[src/rtl/ifetch_pkg.sv]
// Core-wide fetch widths, default slot-buffer depth and the PC step helper.
// ADDR_W/INSTR_W carry the same values as the core's config.vh.
package ifetch_pkg;

   localparam int ADDR_W                   = 32;
   localparam int INSTR_W                  = 32;
   localparam int IFETCH_BUF_DEPTH_DEFAULT = 2;

   // Same instruction-size constant decode adds when forming link values.
   localparam logic [ADDR_W-1:0] PC_STEP = ADDR_W'(INSTR_W);

   typedef struct packed {
      logic [ADDR_W-1:0]  pc;
      logic [INSTR_W-1:0] instr;
   } slot_t;

   function automatic logic [ADDR_W-1:0] next_pc(input logic [ADDR_W-1:0] pc);
      return pc + PC_STEP;
   endfunction

endpackage

[src/rtl/ifetch_slot_buf.sv]
// Circular PC/instruction slot buffer: in-order allocate, in-order fill, in-order pop.
module ifetch_slot_buf
   import ifetch_pkg::*;
#(
   parameter int DEPTH = IFETCH_BUF_DEPTH_DEFAULT
) (
   input  logic                         clk,
   input  logic                         aresetn,
   input  logic                         clear,
   input  logic                         alloc,
   input  logic [ADDR_W-1:0]            alloc_pc,
   input  logic                         fill,
   input  logic [INSTR_W-1:0]           fill_data,
   input  logic                         pop,
   output logic                         head_valid,
   output logic [ADDR_W-1:0]            head_pc,
   output logic [INSTR_W-1:0]           head_instr,
   output logic [$clog2(DEPTH+1)-1:0]   alloc_cnt,
   output logic [$clog2(DEPTH+1)-1:0]   unfilled_cnt
);

   localparam int PTR_W = $clog2(DEPTH);
   localparam int CNT_W = $clog2(DEPTH+1);

   logic [PTR_W-1:0]   head_reg, tail_reg, fill_ptr_reg;
   logic [CNT_W-1:0]   alloc_cnt_reg, fill_cnt_reg;
   logic [DEPTH-1:0]   filled;
   logic [ADDR_W-1:0]  pc_arr    [DEPTH];
   logic [INSTR_W-1:0] instr_arr [DEPTH];
   logic               head_filled, pop_filled, pop_unfilled;

   assign head_filled  = filled[head_reg];
   assign pop_filled   = pop & head_filled;
   // An unfilled head can only be popped when its response bypassed the buffer.
   assign pop_unfilled = pop & ~head_filled;

   for (genvar gi = 0; gi < DEPTH; gi++) begin : g_slot
      slot_t slot_reg;
      logic  filled_reg;

      always_ff @(posedge clk or negedge aresetn) begin
         if (!aresetn) begin
            slot_reg   <= '0;
            filled_reg <= 1'b0;
         end else if (clear) begin
            filled_reg <= 1'b0;
         end else begin
            if (alloc && tail_reg == PTR_W'(gi)) begin
               slot_reg.pc <= alloc_pc;
               filled_reg  <= 1'b0;
            end
            if (pop && head_reg == PTR_W'(gi))
               filled_reg <= 1'b0;
            if (fill && fill_ptr_reg == PTR_W'(gi)) begin
               slot_reg.instr <= fill_data;
               filled_reg     <= 1'b1;
            end
         end
      end

      assign pc_arr[gi]    = slot_reg.pc;
      assign instr_arr[gi] = slot_reg.instr;
      assign filled[gi]    = filled_reg;
   end

   always_ff @(posedge clk or negedge aresetn) begin
      if (!aresetn) begin
         head_reg      <= '0;
         tail_reg      <= '0;
         fill_ptr_reg  <= '0;
         alloc_cnt_reg <= '0;
         fill_cnt_reg  <= '0;
      end else if (clear) begin
         head_reg      <= '0;
         tail_reg      <= '0;
         fill_ptr_reg  <= '0;
         alloc_cnt_reg <= '0;
         fill_cnt_reg  <= '0;
      end else begin
         if (alloc)
            tail_reg <= tail_reg + PTR_W'(1);
         if (pop)
            head_reg <= head_reg + PTR_W'(1);
         if (fill || pop_unfilled)
            fill_ptr_reg <= fill_ptr_reg + PTR_W'(1);
         alloc_cnt_reg <= alloc_cnt_reg + CNT_W'(alloc) - CNT_W'(pop);
         fill_cnt_reg  <= fill_cnt_reg + CNT_W'(fill) - CNT_W'(pop_filled);
      end
   end

   assign head_valid   = (alloc_cnt_reg != '0) & head_filled;
   assign head_pc      = pc_arr[head_reg];
   assign head_instr   = instr_arr[head_reg];
   assign alloc_cnt    = alloc_cnt_reg;
   assign unfilled_cnt = alloc_cnt_reg - fill_cnt_reg;

endmodule

[src/rtl/ifetch.sv]
// Instruction fetch: PC, imem request channel, squash/redirect and discard tracking.
// Define IFETCH_BYPASS_EN to present a head-targeted response to decode in the same cycle.
module ifetch
   import ifetch_pkg::*;
#(
   parameter logic [ADDR_W-1:0] RESET_PC  = '0,
   parameter int                BUF_DEPTH = IFETCH_BUF_DEPTH_DEFAULT
) (
   input  logic               clk,
   input  logic               aresetn,
   input  logic               stall,
   input  logic               i_redirect_en,
   input  logic [ADDR_W-1:0]  i_redirect_pc,
   output logic               o_imem_req_valid,
   input  logic               i_imem_req_ready,
   output logic [ADDR_W-1:0]  o_imem_req_addr,
   input  logic               i_imem_rsp_valid,
   input  logic [INSTR_W-1:0] i_imem_rsp_data,
   output logic               o_valid,
   output logic [ADDR_W-1:0]  o_pc,
   output logic [INSTR_W-1:0] o_instr
);

   localparam int CNT_W  = $clog2(BUF_DEPTH+1);
   localparam int DISC_W = $clog2(2*BUF_DEPTH+1);

   logic [ADDR_W-1:0]  fetch_pc_reg;
   logic [DISC_W-1:0]  discard_cnt_reg;
   logic [CNT_W-1:0]   alloc_cnt, unfilled_cnt;
   logic               head_valid;
   logic [ADDR_W-1:0]  head_pc;
   logic [INSTR_W-1:0] head_instr;
   logic               req_fire, rsp_drop, rsp_live, bypass_hit, pop, fill;

   // Request line is held low while reset is asserted.
   assign o_imem_req_valid = aresetn & (alloc_cnt < CNT_W'(BUF_DEPTH)) & ~i_redirect_en;
   assign o_imem_req_addr  = fetch_pc_reg;
   assign req_fire         = o_imem_req_valid & i_imem_req_ready;

   assign rsp_drop = i_imem_rsp_valid & (discard_cnt_reg != '0);
   assign rsp_live = i_imem_rsp_valid & (discard_cnt_reg == '0) & (unfilled_cnt != '0);

`ifdef IFETCH_BYPASS_EN
   assign bypass_hit = rsp_live & (alloc_cnt != '0) & ~head_valid;
`else
   assign bypass_hit = 1'b0;
`endif

   assign o_valid = head_valid | bypass_hit;
   assign o_pc    = o_valid ? head_pc : '0;
   assign o_instr = bypass_hit ? i_imem_rsp_data : (head_valid ? head_instr : '0);

   assign pop  = o_valid & ~stall & ~i_redirect_en;
   assign fill = rsp_live & ~i_redirect_en & ~(bypass_hit & pop);

   ifetch_slot_buf #(.DEPTH(BUF_DEPTH)) u_buf (
      .clk          (clk),
      .aresetn      (aresetn),
      .clear        (i_redirect_en),
      .alloc        (req_fire),
      .alloc_pc     (fetch_pc_reg),
      .fill         (fill),
      .fill_data    (i_imem_rsp_data),
      .pop          (pop),
      .head_valid   (head_valid),
      .head_pc      (head_pc),
      .head_instr   (head_instr),
      .alloc_cnt    (alloc_cnt),
      .unfilled_cnt (unfilled_cnt)
   );

   always_ff @(posedge clk or negedge aresetn) begin
      if (!aresetn) begin
         fetch_pc_reg    <= RESET_PC;
         discard_cnt_reg <= '0;
      end else if (i_redirect_en) begin
         fetch_pc_reg    <= i_redirect_pc;
         // Every squashed in-flight request still owes a response; one landing now is already spent.
         discard_cnt_reg <= discard_cnt_reg - DISC_W'(rsp_drop)
                            + DISC_W'(unfilled_cnt) - DISC_W'(rsp_live);
      end else begin
         if (req_fire)
            fetch_pc_reg <= next_pc(fetch_pc_reg);
         discard_cnt_reg <= discard_cnt_reg - DISC_W'(rsp_drop);
      end
   end

endmodule

[config.mk]
export PLATFORM = sky130hd
export DESIGN_NAME = ifetch
export DESIGN_NICKNAME = d
export VERILOG_FILES = /design/src/rtl/ifetch_pkg.sv /design/src/rtl/ifetch_slot_buf.sv /design/src/rtl/ifetch.sv
export SDC_FILE = /design/constraint.sdc
export NUM_CORES = 1
export LEC_CHECK = 0
export CAP_MARGIN = 10
export CORE_UTILIZATION = 32
export CTS_BUF_LIST = sky130_fd_sc_hd__clkbuf_16
export DETAILED_ROUTE_END_ITERATION = 8
export DONT_BUFFER_PORTS = 1
export SKIP_CTS_REPAIR_TIMING = 1
export SYNTH_ARGS = -nofsm -noshare
export SYNTH_HDL_FRONTEND = slang
export SYNTH_HIERARCHICAL = 1
export SYNTH_SLANG_ARGS = --single-unit
export TNS_END_PERCENT = 5
[constraint.sdc]
create_clock -name clk -period 3.4 [get_ports clk]
set_clock_uncertainty 0.1 [all_clocks]
set_input_delay 0.34 -clock clk [delete_from_list [all_inputs] [get_ports clk]]
set_output_delay 0.34 -clock clk [all_outputs]
set_load 0.02 [all_outputs]
* Yosys cells after proc, flatten, opt, wreduce, memory -nomap -nowiden
Index checks and enable logic that the tools add are counted.
Storage, ports and cells: register bits 172, latch bits 0, RAM bits 0, memory bits (read-only) 0, input bits 70, output and inout port bits 98, logic and storage cells 96, memories kept 0
Cells by class: add/subtract/negate cells 12, multiply operators 0, div/mod/pow operators 0, magnitude comparators 3, equality and inequality tests 0, shift operators 0, muxes and demuxes 29, bitwise operators 19, reduce and logical (&&, ||, !) cells 20
Operator list (count):
- two-way mux 32 bit | 10
- adder 32 x 6 -> 32 bit (second input constant) | 1
- two-way mux 1 bit | 16
- bitwise AND 1 bit | 12
- nonzero test 2 bit | 5
- AND reduction 2 bit | 4
- nonzero test 4 bit | 2
- logical AND 1 bit | 6
- NOT 1 bit | 6
- subtractor 3 x 1 -> 3 bit | 2
- adder 2 x 1 -> 2 bit | 2
- two-way mux 2 bit | 2
- subtractor 2 x 1 -> 2 bit | 2
- adder 1 bit (second input constant) | 3
- adder 3 x 2 -> 3 bit | 1
- logical NOT 3 bit | 1
- two-way mux 3 bit | 1
- nonzero test 3 bit | 1
- greater-or-equal comparator 2 bit (second input constant) | 1
- < comparator 1 x 2 -> 1 bit (second input constant) | 1
- < comparator 2 bit (second input constant) | 1
- NOT 1 -> 2 bit | 1
- subtractor 2 bit | 1
- logical OR 1 bit | 1

* Longest topological paths before layout
Gate-level depths: netlist (run 1).
depth after elaboration 9, depth in mapped cells 12, mapped depth without buffers 12

* By module
The synthesis (run 1) kept the hierarchy.
By module, submodules not included:
- ifetch_slot_buf | times used 1, cells each 394, area each 6030.8 µm², seq. area each 3428.3 µm²
- ifetch | times used 1, cells each 289, area each 2487.4 µm², seq. area each 875.8 µm²

* Worst setup path after synthesis (run 1)
Ideal clock, no wire load.
path kind register to register, from register u_buf.head_reg, to register u_buf.alloc_cnt_reg[1] (netlist: u_buf/alloc_cnt[1]), setup time 121 ps, data arrival time 2554 ps, required time 3179 ps, setup slack 625 ps, stages on the path, launching flop included 12, buffers on the path 2, period minus slack after synthesis 2775 ps, path through dfrtp_1 -> buf_2 -> mux2i_1 -> nor2_1 -> clkbuf_1 -> nor3b_1 -> ha_1 -> inv_1 -> ha_1 -> xor2_1 -> xnor2_1 -> nor2_1
Between the ends: cells in the longest elaborated chain, start to end 7
RTL lines:
- from (decl) | RTL line ifetch_slot_buf.sv:25 | logic [PTR_W-1:0] head_reg, tail_reg, fill_ptr_reg;
- from (signal assigned) | RTL line ifetch_slot_buf.sv:83 | head_reg <= head_reg + PTR_W'(1);
- two-way mux 1 bit (implied by the code) (2 in series) | RTL line ifetch_slot_buf.sv:32 | assign head_filled = filled[head_reg];
- bitwise AND 1 bit | RTL line ifetch_slot_buf.sv:91 | assign head_valid = (alloc_cnt_reg != '0) & head_filled;
- via o_valid | RTL line ifetch.sv:19 | output logic o_valid,
- bitwise AND 1 bit (2 in series) | RTL line ifetch.sv:53 | assign pop = o_valid & ~stall & ~i_redirect_en;
- via pop | RTL line ifetch.sv:33 | logic req_fire, rsp_drop, rsp_live, bypass_hit, pop, fill;
- subtractor 2 x 1 -> 2 bit | RTL line ifetch_slot_buf.sv:86 | alloc_cnt_reg <= alloc_cnt_reg + CNT_W'(alloc) - CNT_W'(pop);
- two-way mux 2 bit | RTL line ifetch_slot_buf.sv:73 | end else if (clear) begin
- to (signal assigned) | RTL line ifetch_slot_buf.sv:86
- to (decl) | RTL line ifetch_slot_buf.sv:26 | logic [CNT_W-1:0] alloc_cnt_reg, fill_cnt_reg;
The timed path passes the listed nets, and every way through them passes these cells. The select of a mux whose other input is x is not followed. A chain may end at the register's enable or synchronous reset.

* Worst setup path after layout (run 1)
from register u_buf.alloc_cnt_reg[0] (netlist: u_buf/alloc_cnt[0]), to register u_buf/g_slot[1].slot_reg[12] (netlist bit)
Between the ends: cells in the longest elaborated chain, start to end 6
RTL lines:
- subtractor 2 bit | RTL line ifetch_slot_buf.sv:95 | assign unfilled_cnt = alloc_cnt_reg - fill_cnt_reg;
- via unfilled_cnt[1] | RTL line ifetch.sv:29 | logic [CNT_W-1:0] alloc_cnt, unfilled_cnt;
- nonzero test 2 bit | RTL line ifetch.sv:41 | assign rsp_live = i_imem_rsp_valid & (discard_cnt_reg == '0) & (unfilled_cnt != '0);
- bitwise AND 1 bit | RTL line ifetch.sv:41
- bitwise AND 1 bit | RTL line ifetch.sv:54 | assign fill = rsp_live & ~i_redirect_en & ~(bypass_hit & pop);
- via fill | RTL line ifetch.sv:33
- logical AND 1 bit | RTL line ifetch_slot_buf.sv:54 | if (fill && fill_ptr_reg == PTR_W'(gi)) begin
- AND reduction 2 bit (no line)
- to (decl) | RTL line ifetch_slot_buf.sv:38 | slot_t slot_reg;
The timed path passes the listed nets, and every way through them passes these cells.

==> summary.txt, run 1 <==
Hold Crit Class - input port to async pin
Pleak - 4.54 nW
CTS clk-pin slew, worst paths - 0.07 ns
violation count after the first detailed-route iteration - 213
die area - 27300 µm²
Critical-path top delay cell - nand3_2
setup tns final - 0 ns
port buffer count - 0
vias per std cell - 5.00
Avg WL per Cell - 18.0 µm
stages on the worst setup path - 9
worst slack at placement - 0.591 ns
Max Fanout on Critical Path - 19
cell area after synthesis - 8520 µm²
R2R cell count - 9
placed cell count - 991
r2r setup slk - 0.62 ns
register area share after synthesis - 0.505
Yosys reg bits - 172
max-slew violation count - 0
Final min period - 2.78 ns
largest cells by area after synthesis - dfrtp_1 51%, mux2_2 26%, and2_1 4.8%
Cell variety after synth - 47
Top Ports - 168
Worst Path Required - 3.61 ns
initial core utilization - 0.327
Root Buffer Master - clkbuf_16
fmax - 360 MHz
Routed Antenna Nets - 0
Die H - 165 µm
Critical R2R Launch - u_buf/alloc_cnt[0]
GRT overflow - 0
crit path buf inv count - 2
asr flop ratio synth - 1.00
dominant cell type by area after synthesis - dfrtp_1
final worst-path cycle share - 0.817
crit path to - u_buf/g_slot[1].slot_reg[12]
crit path launch type - flip-flop
status - complete, but fails checks
CTS tree - done
Post-synth top cells - 195 x mux2_2, 172 x dfrtp_1, 65 x and2_1
cells along the critical path - inv_1 > ha_1 > xnor2_1 > xnor2_1 > o211a_1 > and2_1 > nand3_2 > buf_4 > mux2_2
Max VDD drop - 0.298 mV
layout cells sized above 1 - 0.338
initial antenna violation count - 0
Least-Margin Pin Slew - 0.994 ns
NumNets Final - 818
hold_ws - -0.488 ns
first-pass GRT wire length - 30.3 mm
max reg flops - 128
Global Route Usage Sum - 0.145
core area - 26100 µm²
CP max stage delay - 0.48 ns
Post-route DRC - 0
routability cong. - 0.698
# Max-Cap Violations - 0
sinks on the clock net - 172
post-synth top area share - 0.505
failing checks - negative hold slack
CP top delay family - simple AND/OR/NAND/NOR gates
most frequent cell after synthesis - mux2_2
vias in the first global route - 5470
non-filler cells, final - 1084
Mapped Nets - 765
pin count of the biggest net entering global routing - 178
endpoints failing setup - 0
drt total wl - 19.5 mm
total iterations of the first detailed-routing run - 4
row count - 59
fill count - 2537
Arrival @ worst endpoint - 2.98 ns
Worst Setup Slack, final - 0.624 ns
Critical R2R Capture - u_buf/g_slot[1].slot_reg[12]
PwrDens - 524 nW/µm²
slew margin rel. - 0.337
dpl hpwl - 12.4 mm
diodes inserted - 0
ys flop type - dfrtp_1
RSZ-0062 raised after global routing - no
critical path class - flip-flop to flip-flop
syn avg cell area - 12.5 µm²
Mapped Cells - 683
Fin. Hold Viols - 173
via count - 5418
Layout area overhead - 18.0%
CTS buffer count - 17
Top cell by count, worst path - xnor2_1
worst-skew pair later-pin latency - 0.42 ns
Worst setup EP type - flip-flop
Critical Path Start - u_buf/alloc_cnt[0]
die span in x - 165 µm
Synth Warn # - 6
clk buf depth - 2
number of enable flip-flop cells after synthesis - 0
htree depth - 4
==> worst min-delay path by stage <==
stage | from | to | cells past startpoint
after floorplan | aresetn | discard_cnt_reg[0] | 0
after global placement | aresetn | u_buf/g_slot[0].slot_reg[18] | 0
after detailed placement | aresetn | u_buf/g_slot[0].slot_reg[18] | 0
after CTS | aresetn | u_buf/g_slot[0].slot_reg[9] | 0
after global routing | aresetn | u_buf/g_slot[0].slot_reg[6] | 0
final | aresetn | u_buf/g_slot[0].slot_reg[18] | 0
==> layer usage <==
metal,part of all wire,track usage,vias to the layer above
li1,-,-,2540
met4,0.011,0.0471,0
met1,0.46,0.180,2728
met3,0.069,0.0609,14
met2,0.46,0.225,136
met5,0,0,-
==> placed cells by master, fill, tap and decap left out, types with 3 or more instances in the layout <==
cell type      synthesis  final
buf_4                  6     10
inv_6                  0      6
nor2_1                19     18
nor3_1                 3      3
dfrtp_1              172    171
and4_1                 4      4
nand3_1               14     12
o21ai_0               14     14
a31oi_1               11     11
nor2b_1                4      4
or4_1                 15     15
nand2_1               28     28
clkbuf_16              0     17
nand2b_1               3      3
nand3_2                1      3
xor2_1                 4      4
o211ai_1               4      4
nand4_1                3      3
and2_1                65     65
ha_1                  11     11
inv_1                 18     18
inv_8                  0      3
xnor2_1               15     15
o31ai_1               10     10
dlygate4sd3_1          0     60
and3_1                 3      3
mux2_2               195    195
==> kinds of logic (layout without fill, tap and decap cells) <==
| group | count (synthesis) | in the layout | synth area share |
|---|---|---|---|
| multiplexers | 199 | 199 | 0.263 |
| AND/OR/NAND/NOR | 178 | 178 | 0.126 |
| flip-flops | 172 | 172 | 0.505 |
| buffers and inverters | 56 | 122 | 0.0316 |
| AO/OA/AOI/OAI | 47 | 47 | 0.0360 |
| XOR/XNOR | 19 | 19 | 0.0195 |
| adder cells (fa/ha/maj) | 12 | 12 | 0.0185 |
==> worst reg2reg max path, stage by stage (launching register included) <==
cell and delay (ns):
dfrtp_1 0.38, inv_1 0.06, ha_1 0.20, xnor2_1 0.16, xnor2_1 0.16, o211a_1 0.20
and2_1 0.27, nand3_2 0.48, buf_4 0.38, mux2_2 0.28
==> metrics by stage <==
step	util	power, mW	instance area (µm²)
2_1_floorplan	-	3.18	8520
3_3_place_gp	0.340	3.30	8860
3_5_place_dp	0.340	3.33	8860
4_1_cts	0.362	5.29	9430
5_1_grt	0.386	5.58	10100
6_report	0.386	5.27	10100
==> final cells by class <==
class,count,area [µm²],area share
sequential,172,4310,0.428
multi-input combinational,455,3970,0.395
timing repair buffer,72,716,0.0712
clock buffer,17,425,0.0423
tap,335,419,0.0417
clock inverter,15,149,0.0148
inverter,18,67.6,0.00672
==> power breakdown <==
| part | leakage (nW) | total [mW] | internal [mW] | switching [mW] |
|---|---|---|---|---|
| registers | 2.24 | 2.60 | 2.35 | 0.249 |
| clock network | 0.281 | 1.91 | 0.979 | 0.933 |
| logic | 2.02 | 0.759 | 0.499 | 0.260 |
| total | 4.54 | 5.27 | 3.83 | 1.44 |
(Power assumes the default switching activity.)
==> run 2: changes to the inputs <==
- clock period: 3.4 -> 2.3 ns (I/O delays scaled with it)
==> run 2 against run 1 <==
  * Register-to-register slack worse by 0.79 ns
  * Critical path depth up 2
  * Largest power group unchanged
  * Clock power is 39% higher
  * Design area rose by 6.0%
  * Highest routed layer unchanged
  * The run ends with negative hold slack, negative setup slack left
==> summary.txt, run 2 (synthesis gave the netlist of run 1 again) <==
Clock power frac - 0.341
combinational group share of total power - 0.179
Die H - 165 µm
# Max-Cap Violations - 0
r2r setup slk - -0.17 ns
final worst-path cycle share - 1.07
row count - 59
worst slack at placement - -0.184 ns
PwrDens - 730 nW/µm²
layout cells sized above 1 - 0.437
Fin. Hold Viols - 172
pin count of the biggest net entering global routing - 178
drt total wl - 21.4 mm
Post-route DRC - 0
Root Buffer Master - clkbuf_16
Final min period - 2.47 ns
initial antenna violation count - 1
clk buf depth - 2
max reg flops - 128
Global Route Usage Sum - 0.145
CTS buffer count - 17
worst-skew pair later-pin latency - 0.42 ns
dpl hpwl - 12.4 mm
fmax - 405 MHz
RSZ-0062 raised after global routing - yes
fill count - 2478
crit path launch type - flip-flop
Routed Antenna Nets - 0
diodes inserted - 0
via count - 5662
core area - 26100 µm²
critical path class - flip-flop to flip-flop
violation count after the first detailed-route iteration - 259
die span in x - 165 µm
initial core utilization - 0.327
sw frac - 0.265
slew margin rel. - 0.720
setup tns final - -2.72 ns
Seq pwr share - 0.480
Layout area overhead - 25.1%
vias in the first global route - 5587
Max Fanout on Critical Path - 2
htree depth - 4
NumNets Final - 871
sinks on the clock net - 172
status - complete, but fails checks
Hold Crit Class - input port to async pin
most common cell after layout, fill and taps aside - mux2_2
GRT overflow - 0
utilization after layout - 0.409
routability cong. - 0.754
Avg WL per Cell - 18.8 µm
die area - 27300 µm²
Max VDD drop - 0.360 mV
Worst Path Required - 2.49 ns
CTS tree - done
Worst setup EP type - flip-flop
vias per std cell - 4.98
port buffer count - 0
failing checks - negative hold slack, negative setup slack
first-pass GRT wire length - 30.2 mm
max-slew violation count - 0
Pleak - 4.85 nW
P_int - 5.71 mW
most frequent cells in the layout - 195 x mux2_2, 170 x dfrtp_1, 65 x dlygate4sd3_1
Least-Margin Pin Slew - 0.420 ns
hold_ws - -0.591 ns
total iterations of the first detailed-routing run - 4
Switch Pwr - 2.06 mW
CTS clk-pin slew, worst paths - 0.07 ns
Top Ports - 168
endpoints failing setup - 36
Worst Setup Slack, final - -0.170 ns
Arrival @ worst endpoint - 2.66 ns
==> run 2: through the flow <==
| stage | power, mW | cells | instance area [µm²] |
|---|---|---|---|
| after floorplan | 4.71 | 683 | 8560 |
| after global placement | 4.98 | 1033 | 9250 |
| after detailed placement | 5.03 | 1033 | 9250 |
| after CTS | 7.74 | 1064 | 9780 |
| after global routing | 8.22 | 1136 | 10700 |
| final | 7.78 | 1136 | 10700 |
==> run 2: layer usage <==
metal  up-vias  global-route usage  share of wire
met5         -                   0              0
met4         0              0.0317         0.0046
met3         6              0.0577          0.067
met2       139               0.236           0.48
met1      2881               0.180           0.45
li1       2636                   -              -
==> run 2: final cells by class <==
class,count,area (µm²),area share
Inverter,18,67.6,0.00634
Clock buffer,17,425,0.0399
Timing Repair Buffer,125,1260,0.118
Multi-Input combinational cell,455,4080,0.383
Tap cell,335,419,0.0393
Sequential cell,172,4310,0.404
Clock inverter,14,98.8,0.00927
==> run 2: path summary, 6_finish.rpt <==
kind | endpoint | startpoint | cells past startpoint
max | discard_cnt_reg[2] | u_buf/fill_cnt_reg[0] | 11
max reg2reg | discard_cnt_reg[2] | u_buf/fill_cnt_reg[0] | 11
max in group asynchronous | o_imem_req_addr[5] | aresetn | 0
min | u_buf/g_slot[1].slot_reg[7] | aresetn | 0
min in group clk | u_buf/head_reg | i_redirect_en | 2
min reg2reg | u_buf/g_slot[0].slot_reg[62] | u_buf/g_slot[0].slot_reg[62] | 1
==> run 2: power groups by stage <==
| stage | combinational (mW) | sequential, mW | clock (mW) |
|---|---|---|---|
| 6_report | 1.39 | 3.73 | 2.65 |
| 5_1_grt | 1.55 | 3.80 | 2.88 |
| 4_1_cts | 1.25 | 3.73 | 2.76 |
| 3_5_place_dp | 1.24 | 3.79 | 0 |
| 3_3_place_gp | 1.21 | 3.77 | 0 |
| 2_1_floorplan | 0.917 | 3.80 | 0 |
==> run 2: critical path, stage by stage, from the launching register on <==
cell and delay, ns:
dfrtp_1 0.39, ha_2 0.20, xnor2_2 0.13, xnor2_1 0.14
o211a_1 0.22, ha_1 0.27, inv_1 0.04, ha_2 0.16
fa_2 0.35, xnor2_2 0.15, nor2_1 0.06, xnor2_1 0.13
